File: src/rtl/led_seq.sv
// led_seq: memory-mapped LED pattern sequencer.
//
// Accepts a command byte (speed[7:6], mode[5:4], pattern[3:0]) on a one-cycle
// begin_flag strobe and drives four LEDs. Modes: static, blink, rotate-left and
// rotate-right. Patterns advance once per tick; the tick period is
// TICK_DIV << (2*speed) clock cycles.
//
// Optional feature macro: LED_SEQ_BLINK_EN. When undefined, blink mode behaves
// as static, the phase bit is not built and state_reg[6] reads 0.
//
// Ports:
//   clock      in   1  system clock
//   reset      in   1  synchronous active-high reset
//   in_data    in   8  command byte
//   begin_flag in   1  load strobe
//   out_data   out  4  LED drive (registered)
//   state_reg  out  8  {active, phase, mode[1:0], out_data[3:0]} (registered)

module led_seq #(
  parameter int unsigned TICK_DIV = 1000,
  parameter int unsigned CNT_W    = 24
) (
  input  logic       clock,
  input  logic       reset,
  input  logic [7:0] in_data,
  input  logic       begin_flag,
  output logic [3:0] out_data,
  output logic [7:0] state_reg
);

  typedef enum logic [0:0] {StIdle, StRun} state_e;

  localparam logic [CNT_W-1:0] TickDivW = CNT_W'(TICK_DIV);

  state_e           r_state, w_state_d;
  logic [3:0]       r_pattern, w_pattern_d;
  logic [1:0]       r_mode, w_mode_d;
  logic [1:0]       r_speed, w_speed_d;
  logic [CNT_W-1:0] r_presc, w_presc_d;
  logic [CNT_W-1:0] w_period;
  logic             w_tick;
  logic [3:0]       w_out_d;
  logic [7:0]       w_status_d;

`ifdef LED_SEQ_BLINK_EN
  logic r_phase, w_phase_d;
`else
  logic w_phase_d;
  assign w_phase_d = 1'b0;
`endif

  assign w_period = TickDivW << {r_speed, 1'b0};
  assign w_tick   = (r_state == StRun) && (r_presc == (w_period - CNT_W'(1)));

  always_comb begin
    w_state_d   = r_state;
    w_pattern_d = r_pattern;
    w_mode_d    = r_mode;
    w_speed_d   = r_speed;
    w_presc_d   = r_presc;
`ifdef LED_SEQ_BLINK_EN
    w_phase_d   = r_phase;
`endif

    case (r_state)
      StIdle: w_presc_d = '0;
      StRun: begin
        if (w_tick) begin
          w_presc_d = '0;
          case (r_mode)
`ifdef LED_SEQ_BLINK_EN
            2'b01:   w_phase_d = ~r_phase;
`endif
            2'b10:   w_pattern_d = {r_pattern[2:0], r_pattern[3]};
            2'b11:   w_pattern_d = {r_pattern[0], r_pattern[3:1]};
            default: ;
          endcase
        end else begin
          w_presc_d = r_presc + CNT_W'(1);
        end
      end
      default: w_state_d = StIdle;
    endcase

    // A load overrides any tick action in the same cycle.
    if (begin_flag) begin
      w_state_d   = StRun;
      w_pattern_d = in_data[3:0];
      w_mode_d    = in_data[5:4];
      w_speed_d   = in_data[7:6];
      w_presc_d   = '0;
`ifdef LED_SEQ_BLINK_EN
      w_phase_d   = 1'b0;
`endif
    end

    // Outputs are derived from next-state so a load is visible one cycle later.
    w_out_d    = ((w_mode_d == 2'b01) && w_phase_d) ? 4'b0000 : w_pattern_d;
    w_status_d = {(w_state_d == StRun), w_phase_d, w_mode_d, w_out_d};
  end

  always_ff @(posedge clock) begin
    if (reset) begin
      r_state   <= StIdle;
      r_pattern <= '0;
      r_mode    <= '0;
      r_speed   <= '0;
      r_presc   <= '0;
      out_data  <= '0;
      state_reg <= '0;
`ifdef LED_SEQ_BLINK_EN
      r_phase   <= 1'b0;
`endif
    end else begin
      r_state   <= w_state_d;
      r_pattern <= w_pattern_d;
      r_mode    <= w_mode_d;
      r_speed   <= w_speed_d;
      r_presc   <= w_presc_d;
      out_data  <= w_out_d;
      state_reg <= w_status_d;
`ifdef LED_SEQ_BLINK_EN
      r_phase   <= w_phase_d;
`endif
    end
  end

endmodule

File: config.mk
export PLATFORM = sky130hd
export DESIGN_NAME = led_seq
export DESIGN_NICKNAME = d
export VERILOG_FILES = /design/src/rtl/led_seq.sv
export SDC_FILE = /design/constraint.sdc
export NUM_CORES = 1
export LEC_CHECK = 0
export ABC_AREA = 0
export CAP_MARGIN = 5
export CORE_UTILIZATION = 45
export CTS_BUF_LIST = sky130_fd_sc_hd__clkbuf_4 sky130_fd_sc_hd__clkbuf_8
export DETAILED_ROUTE_END_ITERATION = 10
export GPL_TIMING_DRIVEN = 0
export PLACE_DENSITY = 0.67
export SLEW_MARGIN = 20
export SYNTH_ARGS = -nofsm -noshare
export SYNTH_HDL_FRONTEND = slang
export SYNTH_SLANG_ARGS = --single-unit
File: constraint.sdc
create_clock -name clock -period 3.1 [get_ports clock]
set_clock_uncertainty 0.15 [all_clocks]
set_input_delay 0.93 -clock clock [delete_from_list [all_inputs] [get_ports clock]]
set_output_delay 0.93 -clock clock [all_outputs]
set_load 0.01 [all_outputs]
==> flow_results.org, run 1 <==
** Outcome
- The flow ran to the end, and the final reports show no timing, DRC or antenna violations.

** Cells and area
- Antenna Cells :: 0
- Compared with the post-synthesis result, the final layout area differs by 19.79%.
- Sequential standard cell area :: 660.6 sq um
- Measured on the finished design, the core utilization comes to 0.5783.
- Share of layout cells above drive strength 1 :: 0.1164
- Commonest non-fill, non-tap cell in the layout :: sky130_fd_sc_hd__nor2_1
- In the final layout, the multi-input gates occupy 1074 sq um.
- Most used cells in the layout excluding fill and tap cells :: sky130_fd_sc_hd__nor2_1 (43), sky130_fd_sc_hd__dfxtp_1 (33), sky130_fd_sc_hd__clkdlybuf4s50_1 (21)
- Number of filler cells placed in the layout :: 330
- The register with the most flip-flops in the layout has 24 of them.
- The count of cells in the finished layout, fillers not included, comes to 280.
- With fillers left out, the area of the finished cells amounts to 2181 sq um.
- Final net count :: 250

** Setup path
- The worst setup path is launched from a flip-flop.
- CP Class :: flip-flop to flip-flop
- At the worst endpoint, the arrival time is ~2500 ps.
- CP Capture Type :: flip-flop
- In this run the worst path has a maximum fanout of 8.
- Required time reported for the critical path endpoint :: roughly 3100 ps

** Drt
- Drt wl/cell :: roughly 12 um
- Total DRC errors in the routed layout :: 0
- Detailed Route WL :: 3306 um
- Vias after detailed routing :: 1,375
- The detail route stage leaves a number of antenna-violating nets equal to 0.
- For this run, the detailed router's first-pass iteration total came to 4.
- The detailed router finished its first iteration with 54 violations.
- Number of vias per cell after detailed routing :: 4.911

** Global route
- Total grt overflow :: 0
- Vias in the first global route :: 1,341
- The first global-routing pass estimated 5858 um of wire.
- For this run, the total global-route usage over all layers was measured as 0.1786.
- Pin count of the biggest net entering global routing :: 11
- The initial antenna violation count came to 0.

** Floorplan
- From bottom edge to top edge, the die measures 65.61 um.
- The initialized floorplan defines 22 standard-cell rows.
- The die covers 4304 sq um.
- Core area :: 3771 sq um
- Die extent in x :: 65.61 um
- For this configuration, the core starts out at a cell density of 0.4827.
- In this run the count of I/O pins placed on the die edge is 23.

** Pwr
- Leakage power total :: 0.8222 nW
- Design internal power :: 0.6644 mW
- Design Power :: 0.8538 mW
- Of the total power, the share spent switching nets is 0.2218.
- Switch Pwr :: roughly 0.19 mW
- Worst-case vdd ir drop :: 0.2612 mV
- Power Dens Cells :: 391.5 nW/um^2
- Relative contribution of sequential cells to total power :: 0.515
- Of the total power, combinational logic draws 0.099.
- Clock Power Share :: 0.387

** Timing
- Max Transition Viols Final :: 0
- The worst path meets setup with 641.2 ps of slack.
- Setup total negative slack on the finished layout was measured at 0 ps.
- Hold violation count in the final report :: 0
- Final critical-path share of the clock period :: 0.7931
- Final number of setup-violating endpoints :: 0
- Setup repair after global routing missed its margin :: false
- In this run the tightest slew margin relative to its limit is 0.5130.
- The worst path in the final design needs a cycle of 2459 ps, including I/O delays and setup.
- Peak clock frequency supported by timing :: 406.7 MHz
- Hold timing on the final database bottoms out at a slack of 303.9 ps.
- For the pin with the worst max-slew slack, the measured transition is 724.9 ps.

** Placement
- Once placement finished, the instance area stood at 2091 sq um.
- Prior to clock tree synthesis, the placed netlist has a worst setup slack of between 400 and 500 ps.
- Once detailed placement completed, the half-perimeter wirelength came to 2440 um.
- Number of port buffers :: 21
- Routability-driven placement finished with a final weighted congestion of 0.8124.
- After detailed placement, the design holds a cell count of 273.

** Logic synthesis
- The synthesized design contains 33 register bits.
- Netlist Area Pre-Place :: 1820 sq um
- Cell count after synthesis :: roughly 200
- Average cell area after synthesis :: 8.924 sq um
- Yosys cell types :: 36
- The Yosys step of the flow raised 0 warnings.
- When the netlist entered floorplanning its net count stood at 222.
- Of the synthesized area, sequential elements account for 0.3629.

** Clock tree
- Post-CTS Hold Buffers :: 0
- Counting the buffers created by CTS gives 5.
- TritonCTS built the clock tree.
- Num Clock Sinks :: 33
- H-Tree Level Count :: 2
- Worst-Skew Late Latency :: between 200 and 300 ps
- CTS max path bufs :: 2
- Post-CTS setup repair buffer count :: 0
- CTS placed an instance of sky130_fd_sc_hd__clkbuf_8 at the clock tree root.
- In this run, post-CTS repair resized a total of 0 instances.
- After clock tree synthesis, the clock-pin slew on the worst setup and hold paths is 60 ps.

** Worst hold path
- Worst Hold Class :: flip-flop to flip-flop

** Job
- Max Cap Viol :: 0
layer usage:
| metal | GRT usage | share of wire | vias up |
|---|---|---|---|
| met5 | 0 | 0 | - |
| met3 | 0.05382 | 0.043 | 6 |
| met2 | 0.2861 | 0.44 | 33 |
| met1 | 0.2189 | 0.50 | 601 |
| li1 | - | - | 735 |
| met4 | 0.07880 | 0.020 | 0 |
worst paths after layout:
path                                 start           end  slack, ps  cells past startpoint
worst max-delay path            r_speed[1]  state_reg[3]        640                      7
worst min-delay path            r_presc[0]    r_presc[0]        300                      1
worst max register to register  r_speed[1]  state_reg[3]        640                      7
worst min register to register  r_presc[0]    r_presc[0]        300                      1
synthesized netlist by cell type (all sizes together):
cell type	count	area (sq um)
conb	1	3.750
mux2i	10	100.1
and2	4	25.02
nand4	5	46.29
buf	9	60.05
ha	7	87.58
mux2	4	45.04
xor2	13	113.9
and3	5	32.53
a21oi	6	30.03
nand2b	2	12.51
nor3	7	40.04
nor4	5	67.56
and4	2	17.52
a31oi	1	12.51
nand3	8	40.04
dfxtp	33	660.6
o22ai	1	6.260
nor2	43	161.4
nor4b	1	23.77
inv	4	15.01
a211o	1	10.01
nand2	9	36.29
xnor2	12	105.1
clkbuf	3	11.26
nor3b	1	7.510
or3	2	17.52
nor2b	5	31.28
critical path, cell delays in order (launching register included):
cell and delay [ps]:
sky130_fd_sc_hd__dfxtp_1 530, sky130_fd_sc_hd__inv_1 140, sky130_fd_sc_hd__ha_1 260, sky130_fd_sc_hd__nor4b_4 260, sky130_fd_sc_hd__mux2i_1 250, sky130_fd_sc_hd__nor3_2 80, sky130_fd_sc_hd__a31oi_2 330, sky130_fd_sc_hd__mux2_1 350
logic make-up (layout without fill, tap and decap cells):
group | after synthesis | in the layout | synth area share
AND/OR/NAND/NOR | 99 | 99 | 0.3072
adder cells (fa/ha/maj) | 7 | 7 | 0.04811
XOR/XNOR | 25 | 25 | 0.1203
multiplexers | 14 | 14 | 0.07973
AO/OA/AOI/OAI | 9 | 9 | 0.03230
other | 1 | 1 | 0.002060
buffers and inverters | 16 | 44 | 0.04742
flip-flops | 33 | 33 | 0.3629
power by group through the flow:
| stage | clock network [mW] | registers (mW) | logic [mW] |
|---|---|---|---|
| final | 0.330 | 0.439 | 0.0843 |
| after global routing | 0.364 | 0.440 | 0.0924 |
| after CTS | 0.345 | 0.439 | 0.0854 |
| after detailed placement | 0 | 0.449 | 0.0846 |
| after global placement | 0 | 0.449 | 0.0848 |
| after floorplan | 0 | 0.448 | 0.0494 |
layout make-up:
cell class,count,area share
inverter,4,0.006885
sequential,33,0.3029
buffer,12,0.03270
tap,48,0.02754
multi-input combinational,155,0.4923
timing repair buffer,21,0.09639
clock buffer,7,0.04131
(Power assumes the default switching activity.)
==> run 2, diff against run 1 <==
==> constraint.sdc (replaced) <==
create_clock -name clock -period 2.35 [get_ports clock]
set_clock_uncertainty 0.15 [all_clocks]
set_input_delay 0.705 -clock clock [delete_from_list [all_inputs] [get_ports clock]]
set_output_delay 0.705 -clock clock [all_outputs]
set_load 0.01 [all_outputs]
==> flow_results.org, run 2 (synthesized netlist as in run 1, its figures left out) <==
** Setup path
- Critical Path Max Stage Delay :: 410 ps
- Setup slack on the worst reg-to-reg path comes out at 130 ps.
- STA puts the critical path data arrival time at 2290 ps.
- The number of buffers and inverters on the critical path is 2.
- Reg-to-reg endpoint :: r_presc[21]
- Worst path top cell family by delay :: simple AND/OR/NAND/NOR gates
- Source of the worst register-to-register timing path :: r_speed[1]
- The most critical setup path has its endpoint at r_presc[21].
- At the worst endpoint, the required time is 2420 ps.
- The critical path goes through inv_1, ha_1, nor4b_4, mux2i_1, nor3_2, a211o_2, clkbuf_4, nor2_1.
- Nature of the critical path startpoint :: flip-flop
- The setup path with the least slack is of type flip-flop to flip-flop.
- In this run the worst setup path begins at r_speed[1].
- Biggest fanout along the worst timing path :: 10
- Worst path depth :: 8
- Library cell contributing the largest single delay on the critical path :: sky130_fd_sc_hd__dfxtp_4
- Counting cells, the worst reg-to-reg path comes to 8.
- STA classifies the critical path endpoint as a flip-flop.

** Timing
- Final-layout setup total negative slack :: 0 ps
- Least-Margin Pin Slew :: 725.4 ps
- Setup violations remaining at the end of the flow were counted as 0.
- Final min period :: about 2200 ps
- The number of endpoints with negative hold slack in the final report came to 0.
- Final critical-path share of the clock period :: 0.9447
- The worst pin sits at a relative slew slack of 0.5127.
- The number of pins exceeding their max-slew limit in the final report was 0.
- Peak clock frequency supported by timing :: 450.5 MHz

** Drt
- Iteration-0 DRC count of the detailed router :: 43
- Summed over all layers, the routed wires come to about 3300 um.
- Vias after detailed routing :: between 1,000 and 1,500
- Remaining antenna violation count :: 0
- The first TritonRoute pass finished after 4 iterations.
- Total DRC errors in the routed layout :: 0
- Drt wl/cell :: 11.94 um
- After detailed routing, the number of vias per cell comes to 4.943.

** Placement
- Number of placed cells counting well taps :: 273
- Weighted congestion at the end of routability-driven global placement :: 0.8124
- Input and output buffers added on the ports amount to 21.
- The placed instances occupy a cell area of roughly 2100 sq um.
- After legalization and detailed placement, the total HPWL measured ~2400 um.

** Pwr
- Design Power :: 1.129 mW
- Worst-case vdd ir drop :: around 0.34 mV
- Leakage power total :: 0.8319 nW
- Power spread over the standard cell area amounts to roughly 510 nW/um^2.

** Global route
- The initial antenna violation count is 0.
- Summed over all layers, the global routing overflow is 0.
- Vias in the first global route :: 1,341
- In the global route stage, overall resource usage came out at 0.1786.
- The first global-routing pass estimated approximately 5900 um of wire.
- Entering global routing, the biggest net connects 11 pins.

** Clock tree
- Clock transition at the registers of the reported paths :: approximately 60 ps
- Total CTS buffers :: 5
- TritonCTS clock tree :: done
- Post-CTS setup repair buffer count :: 0
- Worst-Skew Late Latency :: ~280 ps
- CTS Root Buffer Type :: sky130_fd_sc_hd__clkbuf_8
- No sink is reached through more buffers than the 2 on the longest clock path.
- Counting every sink on the clock net gives 33.
- H-Tree Level Count :: 2
- After clock tree synthesis, the flow added hold-fix buffers numbering 0.

** Cells and area
- Commonest non-fill, non-tap cell in the layout :: sky130_fd_sc_hd__nor2_1
- In the layout the commonest cells are sky130_fd_sc_hd__nor2_1 (43), sky130_fd_sc_hd__dfxtp_1 (31), sky130_fd_sc_hd__clkdlybuf4s50_1 (21).
- With fillers left out, the area of the finished cells amounts to 2208 sq um.
- Final net count :: 250
- Of the cells placed in the final design, the portion with a size suffix greater than 1 is 0.1250.
- Number of flip-flops under the largest register name :: 24
- Number of filler cells placed in the layout :: 331
- The area growth from synthesis to layout is 21.31%.
- Non-filler instance count after layout :: 280
- The repair_antennas step left the layout with diodes totalling 0.

** Floorplan
- Core area :: between 3000 and 4000 sq um
- Total I/O pin count :: 23
- Effective utilization at floorplan :: 0.4827
- Vertical extent of the die :: approximately 66 um
- Die footprint :: 4304 sq um
- Site row count :: 22
- Die extent in x :: ~66 um

** Worst hold path
- The worst hold path belongs to the class flip-flop to flip-flop.
- Origin of the worst min-delay path :: r_presc[0]

** Job
- Max Cap Viol :: 0

** Outcome
- Status :: finished clean
==> run 2: layout make-up <==
cell class	instances	area, sq um	share of cell area
buffer	12	76.32	0.03456
clock buffer	7	90.09	0.04079
tap	48	60.06	0.02720
inverter	4	15.01	0.006799
timing repair buffer	21	210.2	0.09518
multi-input combinational	155	1091	0.4941
sequential	33	665.6	0.3014
==> run 2: worst min-delay path by stage <==
stage                             to  slack (ps)  cells after the start
after floorplan           r_presc[0]         270                      1
after global placement    r_presc[0]         280                      1
after detailed placement  r_presc[0]         290                      1
after CTS                 r_presc[0]         310                      1
after global routing      r_presc[0]         320                      1
final                     r_presc[0]         300                      1
==> run 2: metrics by stage <==
step                hold WS [ps]    util  worst slack (ps)
finish                     303.9  0.5856             130.0
global route               318.6  0.5856            -6.930
CTS                        306.9  0.5786             10.85
detailed placement         291.4  0.5544            -121.5
global placement           282.1  0.5544            -112.4
floorplan                  267.5       -             163.2
==> run 2: timing repair <==
item,4_1_cts,5_1_grt
pin swaps,0,1
cloned,0,0
resized for setup,1,7
setup endpoints to repair,24,24
==> run 2: where the power goes <==
group / leakage (nW) / switching (mW) / total, mW / internal (mW)
Sequential: 0.268 / 0.0117 / 0.580 / 0.568
Combinational: 0.516 / 0.0487 / 0.114 / 0.0657
Clock: 0.0477 / 0.191 / 0.435 / 0.244
==> run 2: layer usage <==
layer	track usage	vias up	part of all wire
li1	-	736	-
met1	0.2189	607	0.49
met2	0.2861	33	0.44
met3	0.05382	8	0.041
met4	0.07880	0	0.026
met5	0	-	0
==> run 3, diff against run 2 <==
--- a/config.mk
+++ b/config.mk
@@ -7,11 +7,11 @@
 export LEC_CHECK = 0
 export ABC_AREA = 0
 export CAP_MARGIN = 5
-export CORE_UTILIZATION = 45
+export CORE_UTILIZATION = 57
 export CTS_BUF_LIST = sky130_fd_sc_hd__clkbuf_4 sky130_fd_sc_hd__clkbuf_8
 export DETAILED_ROUTE_END_ITERATION = 10
 export GPL_TIMING_DRIVEN = 0
-export PLACE_DENSITY = 0.67
+export PLACE_DENSITY = 0.82
 export SLEW_MARGIN = 20
 export SYNTH_ARGS = -nofsm -noshare
 export SYNTH_HDL_FRONTEND = slang
==> flow_results.org, run 3 (synthesized netlist as in run 1, its figures left out) <==
** Outcome
- Status :: finished clean

** Setup path
- Logic depth of the worst register-to-register path :: 7
- Nature of the critical path startpoint :: flip-flop
- Data on the critical path arrives at its endpoint at 1410 ps.
- In this run the worst path has a maximum fanout of 5.
- Library cell contributing the largest single delay on the critical path :: sky130_fd_sc_hd__clkdlybuf4s50_1
- STA puts the critical path data required time at between 1000 and 1500 ps.
- STA classifies the critical path endpoint as a primary output.
- By startpoint and endpoint, the worst setup path is classified as flip-flop to primary output.
- Critical Path Max Stage Delay :: 520 ps
- Walking the worst path, the cells encountered are buf_4, clkdlybuf4s50_1.
- Source of the worst register-to-register timing path :: r_speed[1]
- Reg-to-reg endpoint :: state_reg[3]
- The kind of cell with the highest combined delay along the critical path is buffers and inverters.
- Reg2Reg Setup Slack :: 110 ps
- The number of buffers and inverters on the critical path is 2.

** Timing
- The number of pins exceeding their max-slew limit in the final report came to 0.
- Final min period :: between 2000 and 2500 ps
- Setup violations remaining at the end of the flow were counted as 0.
- Final critical-path share of the clock period :: 0.9648
- The tightest hold path in the finished design has a slack of just over 300 ps.
- Hold violation count in the final report :: 0
- For the pin with the worst max-slew slack, the measured transition is 748.2 ps.
- Slew margin rel. :: 0.4974
- Static timing analysis puts the maximum clock frequency at 441.1 MHz.

** Global route
- Total grt overflow :: 0
- Entering global routing, the biggest net connects 12 pins.
- The initial antenna violation count was 0.
- The first global-routing pass estimated 5651 um of wire.
- Global-route total usage across every layer :: 0.2229
- Vias in the first global route :: ~1,400

** Cells and area
- The area growth from synthesis to layout is 22.20%.
- Most used cells in the layout excluding fill and tap cells :: sky130_fd_sc_hd__nor2_1 (43), sky130_fd_sc_hd__dfxtp_1 (31), sky130_fd_sc_hd__clkdlybuf4s50_1 (21)
- Final net count :: 252
- Once layout is complete, the utilization of the core stands at 0.7287.
- Share of layout cells above drive strength 1 :: 0.1362
- The library cell used most frequently in the layout, excluding fill and tap cells, is sky130_fd_sc_hd__nor2_1.
- Antenna Cells :: 0
- The register with the most flip-flops in the layout has 24 of them.
- Post-layout instance area :: 2225 sq um

** Clock tree
- Hold repair after CTS inserted 0 buffers.
- Total CTS buffers :: 5
- After clock tree synthesis, the clock-pin slew on the worst setup and hold paths is 100 ps.
- Num Clock Sinks :: 33
- Clock tree synthesis selected as its root buffer the cell sky130_fd_sc_hd__clkbuf_4.
- Worst-Skew Late Latency :: roughly 350 ps
- TritonCTS built the clock tree.
- CTS max path bufs :: 2
- H-Tree Level Count :: 2

** Drt
- For this block, the initial DRC count from the detailed router was 45.
- Number of vias per cell after detailed routing :: 5.036
- Drt wl/cell :: 12.11 um
- Detailed Route WL :: between 3000 and 4000 um
- Detailed routing inserted a total of 1,405 vias.
- Total iterations of the first detailed-routing run :: 4
- After detailed routing, the number of remaining DRC violations is 0.
- Remaining antenna violation count :: 0

** Placement
- Dpl hpwl :: 2466 um
- Buffers placed on the I/O ports in this run total 21.
- Weighted congestion at the end of routability-driven global placement :: 0.8493
- Area after detailed placement :: 2086 sq um

** Floorplan
- The die is 58.52 um wide.
- Effective utilization at floorplan :: 0.5963
- Row generation in the floorplan step produced 20 rows.
- During I/O placement, the number of pins put on the boundary was 23.
- Core area :: 3053 sq um
- Die footprint :: 3424 sq um
- Vertical extent of the die :: 58.52 um

** Pwr
- Power Dens Cells :: 517.6 nW/um^2
- Of the total power, the share spent switching nets is 0.2289.
- Worst-case vdd ir drop :: approximately 0.40 mV
- The share of total power dissipated in combinational logic is 0.102.
- Design internal power :: 0.8879 mW
- Switch Pwr :: between 0.2 and 0.3 mW
- Of the total power, registers draw 0.503.
- Leakage power total :: 0.8381 nW
- Of the total power, the clock network draws 0.395.

** Worst hold path
- Origin of the worst min-delay path :: r_presc[0]
- Along the worst hold path, the cell count comes to 1.
- The worst hold path belongs to the class flip-flop to flip-flop.
- For hold timing, the worst endpoint is r_presc[0].

** Job
- Max Cap Viol :: 0
-- run 3: cell count changes in the layout (fill, tap and decap cells not counted) --
| cell | before | now |
|---|---|---|
| sky130_fd_sc_hd__clkbuf_4 | 2 | 7 |
| sky130_fd_sc_hd__clkbuf_8 | 6 | 1 |
| sky130_fd_sc_hd__a211o_2 | 1 | 0 |
| sky130_fd_sc_hd__a211o_4 | 0 | 1 |
| sky130_fd_sc_hd__buf_4 | 7 | 8 |
| sky130_fd_sc_hd__bufinv_16 | 0 | 1 |
| sky130_fd_sc_hd__clkinvlp_4 | 0 | 1 |
-- run 3: worst max path at each step --
stage / from / end / slack, ps / depth (start not counted)
floorplan: r_speed[1] / state_reg[0] / 160 / 7
global placement: begin_flag / state_reg[3] / -50 / 4
detailed placement: r_speed[1] / r_presc[22] / -80 / 8
CTS: r_speed[1] / r_presc[14] / 30 / 8
global route: r_speed[1] / state_reg[2] / -3 / 7
finish: state_reg[0] / state_reg[0] / 80 / 2
-- run 3: power by group through the flow --
stage               registers (mW)  clock network, mW  logic [mW]
finish                       0.579              0.455       0.118
global route                 0.581              0.484       0.128
CTS                          0.579              0.463       0.113
detailed placement           0.592                  0       0.112
global placement             0.592                  0       0.111
floorplan                    0.591                  0      0.0652
-- run 3: cell type report --
class | instances | area, sq um
repair buffers | 23 | 225.2
flip-flops and latches | 33 | 665.6
clock buffers | 6 | 51.30
fillers | 239 | 828.3
inverters | 4 | 15.01
clock inverters | 2 | 37.54
plain buffers | 12 | 76.32
well taps | 44 | 55.05
multi-input cells | 155 | 1099
-- run 3: what timing repair did --
item | in CTS | in global routing
pin swaps | 0 | 2
setup buffers | 0 | 2
resized for setup | 1 | 7
endpoints found under the setup margin | 24 | 24
cloned | 0 | 0
-- run 3: layer usage --
layer  track usage  vias up  wire length [um]
met5             0        -                 0
met1        0.2569      649              1609
met3       0.08571        6               107
li1              -      736                 -
met2        0.3777       14              1609
met4       0.07823        0                53
-- run 3: metrics by stage --
stage               power [mW]  setup slack, ps  instances  TNS [ps]
global route             1.194           -3.167        279    -4.021
finish                   1.152            82.76        279         0
floorplan               0.6566            163.2        204         0
global placement        0.7020           -48.35        269    -900.9
CTS                      1.155            32.98        277         0
detailed placement      0.7040           -76.93        269     -1454
